<file path="config.mk">
export PLATFORM = sky130hd
export DESIGN_NAME = fetch_stage
export DESIGN_NICKNAME = d
export VERILOG_FILES = /design/src/rtl/fetch_stage.sv
export SDC_FILE = /design/constraint.sdc
export NUM_CORES = 1
export LEC_CHECK = 0
export ABC_AREA = 1
export CORE_MARGIN = 2
export CORE_UTILIZATION = 45
export DETAILED_ROUTE_END_ITERATION = 12
export GPL_TIMING_DRIVEN = 0
export PLACE_DENSITY = 0.7
export SETUP_SLACK_MARGIN = 0.1
export SYNTH_ARGS = -nofsm -noshare
export SYNTH_HDL_FRONTEND = slang
export SYNTH_SLANG_ARGS = --single-unit
</file>
<file path="constraint.sdc">
create_clock -name clk -period 1.6 [get_ports clk]
set_input_delay 0.32 -clock clk [delete_from_list [all_inputs] [get_ports clk]]
set_output_delay 0.32 -clock clk [all_outputs]
set_load 0.02 [all_outputs]
</file>
<file path="src/rtl/fetch_stage.sv">
// Instruction fetch stage and IF/ID register: PC, req/done fetch handshake,
// one-entry stall skid buffer and EX redirects. Optional macro: FETCH_ALIGN_CHECK_EN.
module fetch_stage #(
    parameter logic [15:0] RESET_PC  = 16'h0000,
    parameter logic [15:0] NOP_INSTR = 16'h0800
) (
    input  logic        clk,
    input  logic        rst_n,
    output logic        imem_req,
    output logic [15:0] imem_addr,
    input  logic [15:0] imem_rdata,
    input  logic        imem_done,
    input  logic        stall,
    input  logic        redirect,
    input  logic [15:0] redirect_pc,
    input  logic        halt,
    output logic [15:0] if_instr,
    output logic [15:0] if_pc_plus2,
    output logic        if_valid,
    output logic        if_err
);

    typedef enum logic [1:0] {ST_RUN, ST_DRAIN, ST_HALTED} state_e;

    state_e      state_q, state_d;
    logic [15:0] pc_q, pc_d;
    logic        pend_q, pend_d;
    logic [15:0] pend_addr_q, pend_addr_d;
    logic        skid_v_q, skid_v_d;
    logic [15:0] skid_instr_q, skid_instr_d;
    logic [15:0] skid_pc2_q, skid_pc2_d;
    logic [15:0] if_instr_q, if_instr_d;
    logic [15:0] if_pc2_q, if_pc2_d;
    logic        if_valid_q, if_valid_d;
    logic        if_err_q, if_err_d;

    logic [15:0] pc_plus2;
    logic [15:0] fetch_addr;
    logic        pc_odd;
    logic        can_fetch;
    logic        issue;
    logic        misalign;
    logic        fire;

    assign pc_plus2 = pc_q + 16'd2;

`ifdef FETCH_ALIGN_CHECK_EN
    assign pc_odd     = pc_q[0];
    assign fetch_addr = pc_q;
`else
    assign pc_odd     = 1'b0;
    assign fetch_addr = {pc_q[15:1], 1'b0};
`endif

    // A new fetch is never started in a cycle that redirects or halts.
    assign can_fetch = (state_q == ST_RUN) && !pend_q && !stall && !redirect && !halt;
    assign issue     = can_fetch && !pc_odd;
    assign misalign  = can_fetch && pc_odd && !skid_v_q;
    assign fire      = imem_req && imem_done;

    // NOTE: reset here is synchronous, so it lives inside the clocked block;
    // all sequential state uses non-blocking assignments.
    always_ff @(posedge clk) begin
        if (!rst_n) state_q <= ST_RUN;
        else        state_q <= state_d;
    end

    always_comb begin
        state_d = state_q;
        unique case (state_q)
            ST_RUN: begin
                if (redirect) begin
                    if (pend_q && !imem_done) state_d = ST_DRAIN;
                end else if (halt || misalign) begin
                    state_d = ST_HALTED;
                end
            end
            ST_DRAIN: begin
                if (halt && !redirect) state_d = ST_HALTED;
                else if (imem_done)    state_d = ST_RUN;
            end
            default: state_d = ST_HALTED;
        endcase
    end

    // Request outputs: an outstanding request keeps its original address.
    always_comb begin
        imem_req  = rst_n && (pend_q || issue);
        imem_addr = pend_q ? pend_addr_q : fetch_addr;
    end

    always_comb begin
        // NOTE: every target gets a hold default first so no latches are inferred.
        pc_d         = pc_q;
        pend_d       = pend_q;
        pend_addr_d  = pend_addr_q;
        skid_v_d     = skid_v_q;
        skid_instr_d = skid_instr_q;
        skid_pc2_d   = skid_pc2_q;
        if_instr_d   = if_instr_q;
        if_pc2_d     = if_pc2_q;
        if_valid_d   = if_valid_q;
        if_err_d     = if_err_q;

        if (issue) begin
            pend_d      = 1'b1;
            pend_addr_d = fetch_addr;
        end
        if (fire) pend_d = 1'b0;

        if (state_q != ST_HALTED && (redirect || halt)) begin
            if (redirect) pc_d = redirect_pc;
            skid_v_d   = 1'b0;
            if_instr_d = NOP_INSTR;
            if_pc2_d   = 16'h0000;
            if_valid_d = 1'b0;
            if_err_d   = 1'b0;
        end else if (state_q == ST_RUN) begin
            if (misalign) begin
                if_instr_d = NOP_INSTR;
                if_pc2_d   = pc_plus2;
                if_valid_d = 1'b1;
                if_err_d   = 1'b1;
            end else if (!stall) begin
                if_err_d = 1'b0;
                if (skid_v_q) begin
                    // Releasing the skid while a zero-latency fetch lands refills it.
                    if_instr_d   = skid_instr_q;
                    if_pc2_d     = skid_pc2_q;
                    if_valid_d   = 1'b1;
                    skid_v_d     = fire;
                    skid_instr_d = imem_rdata;
                    skid_pc2_d   = pc_plus2;
                end else if (fire) begin
                    if_instr_d = imem_rdata;
                    if_pc2_d   = pc_plus2;
                    if_valid_d = 1'b1;
                end else begin
                    if_instr_d = NOP_INSTR;
                    if_pc2_d   = 16'h0000;
                    if_valid_d = 1'b0;
                end
            end else if (fire) begin
                skid_v_d     = 1'b1;
                skid_instr_d = imem_rdata;
                skid_pc2_d   = pc_plus2;
            end
            if (fire) pc_d = pc_plus2;
        end
    end

    always_ff @(posedge clk) begin
        if (!rst_n) begin
            pc_q         <= RESET_PC;
            pend_q       <= 1'b0;
            pend_addr_q  <= 16'h0000;
            skid_v_q     <= 1'b0;
            skid_instr_q <= NOP_INSTR;
            skid_pc2_q   <= 16'h0000;
            if_instr_q   <= NOP_INSTR;
            if_pc2_q     <= 16'h0000;
            if_valid_q   <= 1'b0;
            if_err_q     <= 1'b0;
        end else begin
            pc_q         <= pc_d;
            pend_q       <= pend_d;
            pend_addr_q  <= pend_addr_d;
            skid_v_q     <= skid_v_d;
            skid_instr_q <= skid_instr_d;
            skid_pc2_q   <= skid_pc2_d;
            if_instr_q   <= if_instr_d;
            if_pc2_q     <= if_pc2_d;
            if_valid_q   <= if_valid_d;
            if_err_q     <= if_err_d;
        end
    end

    assign if_instr    = if_instr_q;
    assign if_pc_plus2 = if_pc2_q;
    assign if_valid    = if_valid_q;
    assign if_err      = if_err_q;

endmodule
</file>
==> summary.txt, run 1 <==
Run status
  • Result of the run: complete, but fails checks
  • Violated checks: setup timing

STA
  • Count of endpoints failing hold in the final timing report: 0
  • Final setup violation count: 40
  • Final-layout setup total negative slack: -2.06 ns
  • Number of max-slew violations in the final report: 0
  • Clock Skews: ~0.011 ns
  • Final period util: 1.07
  • Worst-margin pin slew: slightly above 0.6 ns
  • Slew Limit Headroom: 0.586
  • Minimum period implied by the final worst setup slack: between 1.5 and 2 ns
  • Fmax: approximately 580 MHz
  • RSZ-0062 raised after global routing: true
  • Final critical-path setup slack: -0.117 ns
  • Worst hold slack after final layout: 0.431 ns

Critical path
  • Slowest CP cell: dfxtp_2
  • Count of buffer and inverter cells on the critical path: 7
  • Cell-by-cell listing of the critical path: buf_6, nor2_8, nand3_4, nand2_4, buf_6, buf_6, nand4_4, inv_2, buf_6, buf_12, buf_6, nand2_2, a21oi_2
  • Biggest cell delay along the critical path: between 0.3 and 0.4 ns
  • Largest delay share family, worst path: buffers and inverters
  • Worst path arrival time: between 2 and 2.5 ns
  • Worst Setup Path Type: reg -> reg
  • Kind of start point of the critical path: flip-flop
  • Most frequent cell on the critical path: buf_6
  • Worst EP required: about 1.9 ns
  • Worst-path fanout max: 6
  • CP endpoint kind: flip-flop

Pwr
  • Pleak: 0.00309 µW
  • Worst VDD drop: approximately 0.00046 V
  • Final total power: approximately 5900 µW
  • Power per standard cell area: just over 800 nW/µm²

Floorplan
  • Vert. Die Dim: around 110 µm
  • Number of rows in the core area: 37
  • Total I/O pin count: 89
  • Horizontal extent of the die: about 110 µm
  • Initial cell density of the core: 0.463
  • Core footprint: between 10000 and 15000 µm²
  • Die Area: 11400 µm²

GRT
  • Total GRT Usage: 0.269
  • Wire length of the first global-routing pass: between 20 and 25 mm
  • Pin count of the biggest net entering global routing: 20
  • Vias in the first global route: slightly above 5000
  • Number of antenna violations at the first check in global routing: 0
  • Total congestion overflow after global routing: 0

Drt
  • Average wire length per cell after detail routing: about 17 µm
  • Via density: between 5 and 6
  • Count of routing violations after the opening detailed-route iteration: 382
  • Via count: roughly 5400
  • Number of nets with antenna violations after routing: 0
  • Count of TritonRoute iterations in the first routing pass: 5
  • DRC: 0
  • Wirelength, routed: 16.7 mm

Synth
  • Share of the synthesized area in the top cell type: 0.420
  • Gate count of the mapped netlist: ~690
  • Register bit count reported by yosys: 100
  • Register area share after synthesis: 0.420
  • Library cell occupying the most area in the post-synthesis netlist: dfxtp_1
  • Top post-synthesis cells by count: nand2_1 (157), nor2_1 (111), dfxtp_1 (100)
  • Most common flop cell mapped by yosys: dfxtp_1
  • Warnings from Yosys: 0
  • Cell types with the largest area share after synthesis: dfxtp_1 (42%), nand2_1 (12%), o21ai_0 (8.9%)
  • Area of the mapped netlist: about 4800 µm²
  • Netlist cell types: 34
  • Number of enable flip-flop cells after synthesis: 0
  • Syn Area/Cell: just under 7 µm²
  • Most common cell in the synthesized netlist: nand2_1
  • Async set or reset register ratio after synthesis: 0

Job
  • Max Cap Viol: 0

Placement
  • Placed cell count: between 900 and 1000
  • Placer congestion estimate: 0.911
  • Post-placement worst setup slack: -0.996 ns
  • HPWL after detailed placement: ~10 mm
  • IO Port Bufs: 84

CTS
  • Hold-fix buffers, CTS: 0
  • Max H-tree Level: 3
  • Clock Tree Buf Depth: 2
  • Clock network latency to the later pin of the worst-skew pair: 0.38 ns
  • Total CTS buffers: 9
  • Clock root buffer: clkbuf_8
  • CTS tree: done
  • Clock slew seen by the registers of the worst setup and hold paths: about 0.11 ns
  • Num Clock Sinks: 100

Finish
  • Area growth from synthesis to layout: 50.4%
  • Layout cell share with drive strength beyond 1: 0.303
  • Net count reported at finish: 870
  • Diodes inserted: 0
  • Final Instance Count excl. Fillers: roughly 970

Worst hold path
  • Class of the worst hold path: in -> reg
==> worst register-to-register path: stages, from the launching register on <==
cell	delay, ns
dfxtp_2	0.33
buf_6	0.13
nor2_8	0.12
nand3_4	0.09
nand2_4	0.07
buf_6	0.09
buf_6	0.09
nand4_4	0.09
inv_2	0.11
buf_6	0.12
buf_12	0.12
buf_6	0.10
nand2_2	0.05
a21oi_2	0.14
==> state kept, by name, indices dropped and copies added, names as in the netlist <==
signal,count
pend_addr_q,15
state_q,2
if_valid,1
pc_q,16
skid_instr_q,16
if_instr,16
skid_v_q,1
skid_pc2_q,16
pend_q,1
if_pc_plus2,16
==> power by group <==
part           switching, µW  internal (µW)
Combinational            891            608
Sequential               133           2620
Clock                   1020            608
==> kinds of logic after synthesis <==
logic type,count (synthesis),share of synthesized area
xor gates and xnor gates,4,0.00736
and+or+nand+nor,334,0.298
DFF,100,0.420
adders and majority gates,1,0.00263
other,1,0.000787
buffers and inverters,79,0.0770
AOI/OAI and AO/OA,175,0.194
==> cell type report <==
class	count	area, µm²
clock buffers	9	124
repair buffers	125	1230
repair inverters	1	6.26
inverters	34	150
flip-flops and latches	100	2030
plain buffers	43	362
clock inverters	7	67.6
well taps	136	170
fillers	823	3120
multi-input cells	517	3030
==> layout by cell type (no fill, tap or decap), drive strengths merged, types with 2 or more instances in the layout <==
cell,instances
a21oi,83
a31oi,2
buf,78
clkbuf,32
clkdlybuf4s50,32
clkinv,4
conb,2
dfxtp,100
dlygate4sd2,34
inv,37
nand2,161
nand3,48
nand4,7
nor2,118
o21a,2
o21ai,85
xor2,3
==> final timing paths <==
| check | start | endpoint | slack (ns) | cells after the start |
|---|---|---|---|---|
| min reg2reg | pend_addr_q[14] | pend_addr_q[14] | 0.48 | 2 |
| min | redirect | pc_q[0] | 0.43 | 3 |
| max reg2reg | pend_q | if_pc_plus2[6] | -0.12 | 13 |
| max | pend_q | if_pc_plus2[6] | -0.12 | 13 |
==> metrics by stage <==
| stage | util | area (µm²) |
|---|---|---|
| after floorplan | - | 4770 |
| after global placement | 0.562 | 5780 |
| after detailed placement | 0.562 | 5780 |
| after CTS | 0.618 | 6350 |
| after global routing | 0.697 | 7160 |
| final | 0.697 | 7160 |
==> layer usage <==
| layer | GRT usage | vias to the layer above | share of wire |
|---|---|---|---|
| li1 | - | 2553 | - |
| met1 | 0.344 | 2549 | 0.40 |
| met2 | 0.464 | 248 | 0.51 |
| met3 | 0.0523 | 38 | 0.069 |
| met4 | 0.0696 | 0 | 0.023 |
| met5 | 0 | - | 0 |
==> repair_timing <==
action / 4_1_cts / 5_1_grt
buffers inserted: 23 / 13
pin swaps: 24 / 55
resized for setup: 212 / 220
setup endpoints to repair: 141 / 107
cloned: 4 / 5
Power figures use the tool's default switching activity.
==> run 2, diff against run 1 <==
DONT_BUFFER_PORTS = 1   (was unset)
PLACE_DENSITY = unset   (was 0.7)
==> run 2 against run 1 <==
- the run still ends with setup timing left
- first-iteration DRC count down 34%
- clock skew about the same
- flip-flop and latch count unchanged
- critical path type is now reg -> out
- largest cell class unchanged
- largest power group unchanged
==> summary.txt, run 2 (synthesis gave the netlist of run 1 again) <==
Floorplan
  • Initial cell density of the core: 0.463
  • Die Area: between 10000 and 15000 µm²
  • Total I/O pin count: 89
  • Number of rows in the core area: 37
  • Horizontal extent of the die: 107 µm
  • Core footprint: just over 10000 µm²
  • Vert. Die Dim: 107 µm

Drt
  • Number of nets with antenna violations after routing: 0
  • Average wire length per cell after detail routing: ~17 µm
  • Count of TritonRoute iterations in the first routing pass: 5
  • Via density: about 5.5
  • Via count: about 4800
  • DRC: 0
  • Count of routing violations after the opening detailed-route iteration: around 250
  • Wirelength, routed: approximately 15 mm

Finish
  • Final Instance Count excl. Fillers: between 800 and 900
  • Net count reported at finish: 781
  • Layout Utilization: 0.626
  • Filler cell count in the final layout: between 900 and 1000
  • Commonest cells after routing, fill and taps aside: nand2_1 (121), nor2_1 (94), dfxtp_1 (86)
  • Diodes inserted: 0
  • Commonest non-fill, non-tap cell in the layout: nand2_1
  • Layout cell share with drive strength beyond 1: 0.301
  • FF+latch area: 2030 µm²
  • Area growth from synthesis to layout: 35.0%
  • Final non-filler cell area: 6430 µm²
  • Area taken by multi-input logic gates: approximately 3100 µm²

Worst hold path
  • Sink of the worst hold path: if_instr[6]
  • Class of the worst hold path: in -> reg
  • Hold depth: 2
  • Min-delay src: imem_rdata[6]

Job
  • Max Cap Viol: 0

CTS
  • Clock root buffer: clkbuf_8
  • Clock slew seen by the registers of the worst setup and hold paths: around 0.11 ns
  • Num Clock Sinks: 100
  • Clock Tree Buf Depth: 2
  • CTS tree: done
  • Total CTS buffers: 9
  • Hold-fix buffers, CTS: 0
  • Max H-tree Level: 3
  • Clock network latency to the later pin of the worst-skew pair: roughly 0.38 ns

Critical path
  • Worst path arrival time: roughly 1.3 ns
  • Reg-to-Reg End: if_instr[15]
  • Kind of start point of the critical path: flip-flop
  • Reg2reg setup slack: -0.05 ns
  • CP endpoint kind: output port
  • Worst Setup Path Type: reg -> out
  • Worst EP required: around 1.3 ns
  • Worst-path fanout max: 6
  • Reg2Reg Depth: 12
  • Startpoint of the worst register-to-register path: pend_q

Placement
  • Post-Place Cell Area: between 4000 and 5000 µm²
  • IO Port Bufs: 0
  • Placer congestion estimate: ~0.91
  • Placed cell count: 831
  • HPWL after detailed placement: 9.95 mm

GRT
  • Vias in the first global route: ~4500
  • Total GRT Usage: 0.252
  • Wire length of the first global-routing pass: 22.7 mm
  • Number of antenna violations at the first check in global routing: 0
  • Pin count of the biggest net entering global routing: 19
  • Total congestion overflow after global routing: 0

STA
  • Final period util: 1.03
  • Slew Limit Headroom: 0.565
  • Final critical-path setup slack: -0.0553 ns
  • Final setup violation count: 30
  • RSZ-0062 raised after global routing: true
  • Count of endpoints failing hold in the final timing report: 0
  • Clock Skews: 0.0111 ns
  • Fmax: 604 MHz
  • Number of max-slew violations in the final report: 0
  • Minimum period implied by the final worst setup slack: 1.66 ns
  • Worst-margin pin slew: roughly 0.65 ns

Pwr
  • Worst VDD drop: between 0.0006 and 0.0007 V
  • Power per standard cell area: a little under 900 nW/µm²
  • Final total power: approximately 5800 µW
  • Pleak: about 0.0027 µW

Run status
  • Result of the run: complete, but fails checks
  • Violated checks: setup timing
run 2: changes by cell type in the layout (fill, tap and decap cells not counted), sizes merged:
cell	delta
inv	+1
clkinv	-1
clkdlybuf4s50	-32
clkdlybuf4s15	-1
clkinvlp	-1
clkbuf	+2
buf	-24
bufinv	+1
dlygate4sd2	-34
run 2: area by class of cell:
cell class	count	share of cell area
plain buffers	44	0.0541
clock buffers	9	0.0193
clock inverters	7	0.0126
repair inverters	1	0.000973
well taps	136	0.0265
repair buffers	35	0.0654
flip-flops and latches	100	0.316
inverters	34	0.0230
multi-input cells	517	0.482
run 2: metal layers:
metal / up-vias / routed length, µm / track usage
li1: 2379 / - / -
met1: 2273 / 6510 / 0.323
met2: 160 / 7460 / 0.420
met3: 23 / 979 / 0.0456
met4: 0 / 329 / 0.104
met5: - / 0 / 0
run 2: report_power, final:
group	leakage, µW	switching, µW	internal, µW
logic	0.00173	768	455
registers	0.000821	170	2620
clock network	0.000107	984	752
run 2: how the worst max path moves through the flow:
stage                 from              end
floorplan           pend_q         imem_req
global placement     rst_n  if_pc_plus2[13]
detailed placement   rst_n  if_pc_plus2[10]
CTS                 pend_q         imem_req
global route        pend_q     if_instr[15]
finish              pend_q         imem_req
run 2: per-stage QoR:
stage          hold WS, ns  worst slack (ns)  setup TNS [ns]
2_1_floorplan        0.433             0.158               0
3_3_place_gp         0.435            -0.170           -5.88
3_5_place_dp         0.452            -0.210           -7.06
4_1_cts             0.0526           -0.0747          -0.439
5_1_grt             0.0398            -0.115           -2.73
6_report            0.0470           -0.0553          -0.645
run 2: timing repair:
item | 4_1_cts | 5_1_grt
gates cloned | 1 | 6
setup endpoints to repair | 106 | 106
resized for setup | 95 | 185
pin swaps | 16 | 41
setup buffers | 17 | 13
run 2: worst max-delay path: stages (launching register included):
cell	delay [ns]
dfxtp_2	0.34
buf_8	0.14
nor2_8	0.10
nand3_4	0.10
nand2_4	0.09
inv_4	0.04
nor2_4	0.16
